## config.mk

```make
export PLATFORM = sky130hd
export DESIGN_NAME = game_input_controller
export DESIGN_NICKNAME = d
export VERILOG_FILES = /design/src/rtl/game_input_pkg.sv /design/src/rtl/ps2_scan_parser.sv /design/src/rtl/game_input_controller.sv
export SDC_FILE = /design/constraint.sdc
export NUM_CORES = 1
export LEC_CHECK = 0
export ABC_AREA = 1
export ABC_CLOCK_PERIOD_IN_PS = 1900
export CORE_ASPECT_RATIO = 1.2
export CORE_MARGIN = 2
export CORE_UTILIZATION = 46
export DETAILED_ROUTE_END_ITERATION = 8
export PLACE_DENSITY = 0.77
export SETUP_SLACK_MARGIN = 0.4
export SKIP_LAST_GASP = 1
export SLEW_MARGIN = 30
export SYNTH_ARGS = -nofsm -noshare
export SYNTH_HDL_FRONTEND = slang
export SYNTH_SLANG_ARGS = --single-unit
```

## constraint.sdc

```tcl
create_clock -name Clock -period 1.9 [get_ports Clock]
set_clock_uncertainty 0.2 [all_clocks]
set_input_delay 0.19 -clock Clock [delete_from_list [all_inputs] [get_ports Clock]]
set_output_delay 0.19 -clock Clock [all_outputs]
set_load 0.005 [all_outputs]
```

## src/rtl/game_input_pkg.sv

```systemverilog
// game_input_pkg: shared parser states, key indices, command codes and PS/2 scan codes
package game_input_pkg;
  typedef enum logic [1:0] {ST_IDLE, ST_EXT, ST_BRK, ST_EXT_BRK} parse_state_t;
  localparam int K_SPACE = 0;
  localparam int K_UP    = 1;
  localparam int K_DOWN  = 2;
  localparam int K_ENTER = 3;
  localparam logic [1:0] CMD_START    = 2'd0;
  localparam logic [1:0] CMD_JUMP     = 2'd1;
  localparam logic [1:0] CMD_DUCK_ON  = 2'd2;
  localparam logic [1:0] CMD_DUCK_OFF = 2'd3;
  localparam logic [7:0] SC_EXT    = 8'hE0;
  localparam logic [7:0] SC_BRK    = 8'hF0;
  localparam logic [7:0] SC_SPACE  = 8'h29;
  localparam logic [7:0] SC_UP     = 8'h75;
  localparam logic [7:0] SC_DOWN   = 8'h72;
  localparam logic [7:0] SC_ENTER  = 8'h5A;
  localparam logic [7:0] SC_ACK    = 8'hFA;
  localparam logic [7:0] SC_BAT    = 8'hAA;
  localparam logic [7:0] SC_ECHO   = 8'hEE;
  localparam logic [7:0] SC_RESEND = 8'hFE;
  function automatic logic is_status(input logic [7:0] b);
    return b == SC_ACK || b == SC_BAT || b == SC_ECHO || b == SC_RESEND;
  endfunction
endpackage

```

## src/rtl/ps2_scan_parser.sv

```systemverilog
// ps2_scan_parser: make/break/extended scan-code FSM with one-cycle event strobe; PREFIX_TIMEOUT_EN adds a prefix timeout
module ps2_scan_parser
  import game_input_pkg::*;
#(
  parameter int CLOCK_FREQUENCY = 25000000,
  parameter int TIMEOUT_US      = 2000
) (
  input  logic       Clock,
  input  logic       reset,
  input  logic       clear,
  input  logic [7:0] rx_data,
  input  logic       rx_valid,
  output logic       is_make,
  output logic       is_break,
  output logic       ext,
  output logic [7:0] code
);
  localparam int TIMEOUT_CYCLES = CLOCK_FREQUENCY / 1000000 * TIMEOUT_US;
  if (TIMEOUT_CYCLES < 1) begin : g_bad_cfg
    $error("prefix timeout must be at least one clock cycle");
  end
  parse_state_t state;
  logic timed_out;
  // strobe is decoded from the byte in flight so key state updates on the same edge
  assign is_make  = rx_valid && ((state == ST_IDLE && rx_data != SC_EXT && rx_data != SC_BRK && !is_status(rx_data)) ||
                                 (state == ST_EXT && rx_data != SC_BRK));
  assign is_break = rx_valid && (state == ST_BRK || state == ST_EXT_BRK);
  assign ext      = state == ST_EXT || state == ST_EXT_BRK;
  assign code     = rx_data;
`ifdef PREFIX_TIMEOUT_EN
  logic [31:0] idle_cnt;
  assign timed_out = state != ST_IDLE && !rx_valid && idle_cnt == TIMEOUT_CYCLES - 1;
  // counts silent cycles while a prefix is outstanding
  always_ff @(posedge Clock or posedge reset)
    if (reset) idle_cnt <= '0;
    else idle_cnt <= (clear || rx_valid || state == ST_IDLE || timed_out) ? '0 : idle_cnt + 32'd1;
`else
  assign timed_out = 1'b0;
`endif
  // prefix tracking; every non-prefix byte returns to IDLE
  always_ff @(posedge Clock or posedge reset)
    if (reset) state <= ST_IDLE;
    else if (clear || timed_out) state <= ST_IDLE;
    else if (rx_valid)
      state <= state == ST_IDLE ? (rx_data == SC_EXT ? ST_EXT : rx_data == SC_BRK ? ST_BRK : ST_IDLE) :
               (state == ST_EXT && rx_data == SC_BRK) ? ST_EXT_BRK : ST_IDLE;
endmodule

```

## src/rtl/game_input_controller.sv

```systemverilog
// game_input_controller: PS/2 key tracking and prioritised game command port; PREFIX_TIMEOUT_EN enables parser prefix timeout
module game_input_controller
  import game_input_pkg::*;
#(
  parameter int CLOCK_FREQUENCY = 25000000,
  parameter int TIMEOUT_US      = 2000
) (
  input  logic       Clock,
  input  logic       reset,
  input  logic [7:0] rx_data,
  input  logic       rx_valid,
  input  logic       clear,
  output logic [3:0] key_held,
  output logic       cmd_valid,
  output logic [1:0] cmd_code,
  input  logic       cmd_ready
);
  logic       is_make, is_break, ext;
  logic [7:0] code;
  logic [3:0] hit, press, rel, pend, grant, kept, pend_nx;
  ps2_scan_parser #(.CLOCK_FREQUENCY(CLOCK_FREQUENCY), .TIMEOUT_US(TIMEOUT_US)) u_parser (
    .Clock(Clock), .reset(reset), .clear(clear), .rx_data(rx_data), .rx_valid(rx_valid),
    .is_make(is_make), .is_break(is_break), .ext(ext), .code(code)
  );
  assign hit[K_SPACE] = !ext && code == SC_SPACE;
  assign hit[K_UP]    = ext && code == SC_UP;
  assign hit[K_DOWN]  = ext && code == SC_DOWN;
  assign hit[K_ENTER] = !ext && code == SC_ENTER;
  assign press = {4{is_make}} & hit & ~key_held;
  assign rel   = {4{is_break}} & hit & key_held;
  assign cmd_valid = |pend;
  assign cmd_code  = pend[CMD_START] ? CMD_START : pend[CMD_JUMP] ? CMD_JUMP :
                     pend[CMD_DUCK_ON] ? CMD_DUCK_ON : pend[CMD_DUCK_OFF] ? CMD_DUCK_OFF : CMD_START;
  assign grant = (cmd_valid && cmd_ready) ? 4'b0001 << cmd_code : 4'b0000;
  assign kept  = pend & ~grant;
  assign pend_nx[CMD_START]    = kept[CMD_START] | press[K_ENTER];
  assign pend_nx[CMD_JUMP]     = kept[CMD_JUMP] | press[K_SPACE] | press[K_UP];
  assign pend_nx[CMD_DUCK_ON]  = press[K_DOWN] | (kept[CMD_DUCK_ON] & ~rel[K_DOWN]);
  assign pend_nx[CMD_DUCK_OFF] = rel[K_DOWN] | (kept[CMD_DUCK_OFF] & ~press[K_DOWN]);
  // held keys and pending commands; clear flushes everything
  always_ff @(posedge Clock or posedge reset)
    if (reset) begin
      key_held <= '0;
      pend     <= '0;
    end else if (clear) begin
      key_held <= '0;
      pend     <= '0;
    end else begin
      key_held <= (key_held | press) & ~rel;
      pend     <= pend_nx;
    end
endmodule
```

==> reports/qor.csv <==
metric;value;unit
status;complete, no violations;
worstSetupStartpointType;register;
wirelength;1.97;mm
synth_common_cells;nand2_1, nor2_1, inv_1;
cap_violations;0;
core.rowCount;15;
power_frac_clock;33.5;%
fmax;672;MHz
slew_headroom;74.3;%
wire_per_inst;12.1;um
synth_top_area_cell;dfrtp_1;
worstMarginPinSlew;0.385;ns
crit_type;register to output port;
swShare;26.5;%
hold_start;u_parser.state[1];
path_buf_inv;2;
crit-reg2reg-capture;pend[3];
fillers;127;
whs_path_depth;2;
synthCells;111;
die_x;40.1;um
setup_viol;0;
route.detailed.drc;0;
power_frac_seq;49.5;%
path_max_fanout;3;
grt_usage;24.2;%
min_path_type;register to register;
ys_async_sr_fraction;100;%
die-area;1900;um^2
final.setup.tns;0;ns
critPathTopFamily;flip-flops;
portBuffers;19;
r2r_start;u_parser.state[0];
yosys_warnings;0;
start_util;49.9;%
required;1.51;ns
grt_first_pass_wirelength;3.09;mm
postRouteAntennaNets;0;
cts.sink_count;10;
coreArea;1450;um^2
ir_worst_vdd;0.321;mV
syn_nets;124;
yosys-top-cells-area;dfrtp_1, nand2_1, nor2_1, inv_1, a21oi_1;
crit_arrival;1.10;ns
insertedDiodeCount;0;
cp-end-kind;output port;
final_max_slew_viol_count;0;
ys_seq_elements;10;
die_h;47.4;um
fin_crit_sh;78.4;%
clk_latency;0.27;ns
p_sw;114;uW
rr_worst_depth;8;
slowest_stage;dfrtp_1;
cts_tree;yes;
num_io_pins;20;
clock_path_buffers;2;
grt_max_degree;11;
yosysUniqueCellTypes;17;
synthesis.area;721;um^2
hold_viol_final;0;
clkSlewWorstSetupHoldPaths;0.06;ns
cts-buffers-inserted;3;
path_cells;buf_4 > a21oi_2 > nor2_1 > buf_2;
final_nets;161;
syn_area_per_cell;6.49;um^2
grt_overflow;0;
avgViaCountPerCell;5.36;
drt_iter0_markers;35;
worstHoldEndpoint;u_parser.state[1];
cts-root-buf;clkbuf_4;
via_count;874;
synth_most_common_cell;nand2_1;
gp_congestion;0.871;
cellLeakagePower;0.000584;uW
holdWs;0.348;ns
worst_path_largest_cell_delay;0.40;ns
yosysTopAreaCellShare;34.7;%
htree_num_levels;1;
synth_edf_count;0;
antenna_found_initial;0;
power_density;399;nW/um^2
r2r_slack;0.46;ns
synth_flop_cell;dfrtp_1;
combPwrFrac;17.0;%
drive_above_1_share;30.8;%
period_needed;1.49;ns
first_global_vias;780;
syn_to_final_growth;50.2;%
intPower;317;uW
synth_seq_area_share;34.7;%
dp_hpwl;1.39;mm
rsz0062_at_grt;yes;
firstDrtPassIters;4;
## sequential cells by signal, summed over array words and instances, names as in the netlist
register and count:
key_held 4, pend 4, u_parser.state 2
## layout by cell type (no fill, tap or decap)
cell type,Yosys,layout
nand2_1,25,25
inv_1,16,14
nor2_1,19,13
buf_4,0,13
dlygate4sd2_1,0,12
dfrtp_1,10,9
nor2_2,2,7
nand3_1,8,7
inv_2,4,6
o21ai_0,5,5
a21oi_1,8,5
nand4_1,4,4
clkdlybuf4s50_1,0,4
a21oi_2,0,3
clkbuf_4,0,3
nand3_2,1,2
nor3_2,2,2
o31ai_1,2,2
buf_2,0,2
nor2_4,0,1
nand2_2,2,1
nor3_4,0,1
nand2_4,0,1
nor4_4,1,1
dlygate4sd3_1,0,1
clkbuf_2,0,1
dfrtp_2,0,1
## worst max path at each step
| stage | start | to | cells past startpoint |
|---|---|---|---|
| 6_report | pend[1] | cmd_code[0] | 4 |
| 5_1_grt | u_parser.state[0] | pend[1] | 9 |
| 4_1_cts | pend[3] | cmd_code[1] | 4 |
| 3_5_place_dp | rx_data[6] | pend[2] | 8 |
| 3_3_place_gp | rx_data[6] | pend[2] | 8 |
| 2_1_floorplan | u_parser.state[0] | pend[3] | 8 |
## layout make-up
type | instances | area [um^2] | share of cell area, %
Clock buffer | 3 | 22.5 | 2.08
Tap cell | 17 | 21.3 | 1.97
Multi-Input combinational cell | 80 | 444 | 41.0
Sequential cell | 10 | 251 | 23.2
Timing Repair Buffer | 33 | 268 | 24.7
Inverter | 20 | 75.1 | 6.94
## layer usage
layer	share of wire, %	global-route usage, %
met4	0	8.97
met5	0	0
met2	49	39.0
met1	45	29.4
met3	6.1	8.06
## stage by stage
step	instance area (um^2)	power, uW	utilization, %	setup WS, ns	instances
finish	1080	431	74.9	0.411	163
global route	1080	450	74.9	0.350	163
CTS	1080	435	74.5	0.323	162
detailed placement	936	287	64.8	0.0193	147
global placement	936	285	64.8	0.0393	147
floorplan	721	248	-	0.513	111
## logic make-up (layout without fill, tap and decap cells)
family	count (synthesis)	count (layout)	synth area share [%]
flops	10	10	34.7
simple gates	65	65	43.2
compound gates	15	15	11.1
buf+inv	21	56	10.9
## worst register-to-register path, delay by kind of cell, from the launching register on
family,cells,cell delay (ns)
simple gates,6,0.62
flops,1,0.43
buf+inv,1,0.05
compound gates,1,0.05
## power groups by stage
| stage | sequential [uW] | clock (uW) | combinational, uW |
|---|---|---|---|
| 2_1_floorplan | 217 | 0 | 30.7 |
| 3_3_place_gp | 217 | 0 | 67.9 |
| 3_5_place_dp | 217 | 0 | 69.3 |
| 4_1_cts | 213 | 150 | 71.7 |
| 5_1_grt | 213 | 155 | 82.2 |
| 6_report | 213 | 144 | 73.5 |
## repair_timing
item,in CTS,in global routing
hold endpoints to repair,5,0
hold buffers,1,0
setup endpoints to repair,14,10
pin swaps,10,9
setup buffers,11,1
gates resized for setup,34,6
Power figures use the tool's default switching activity.
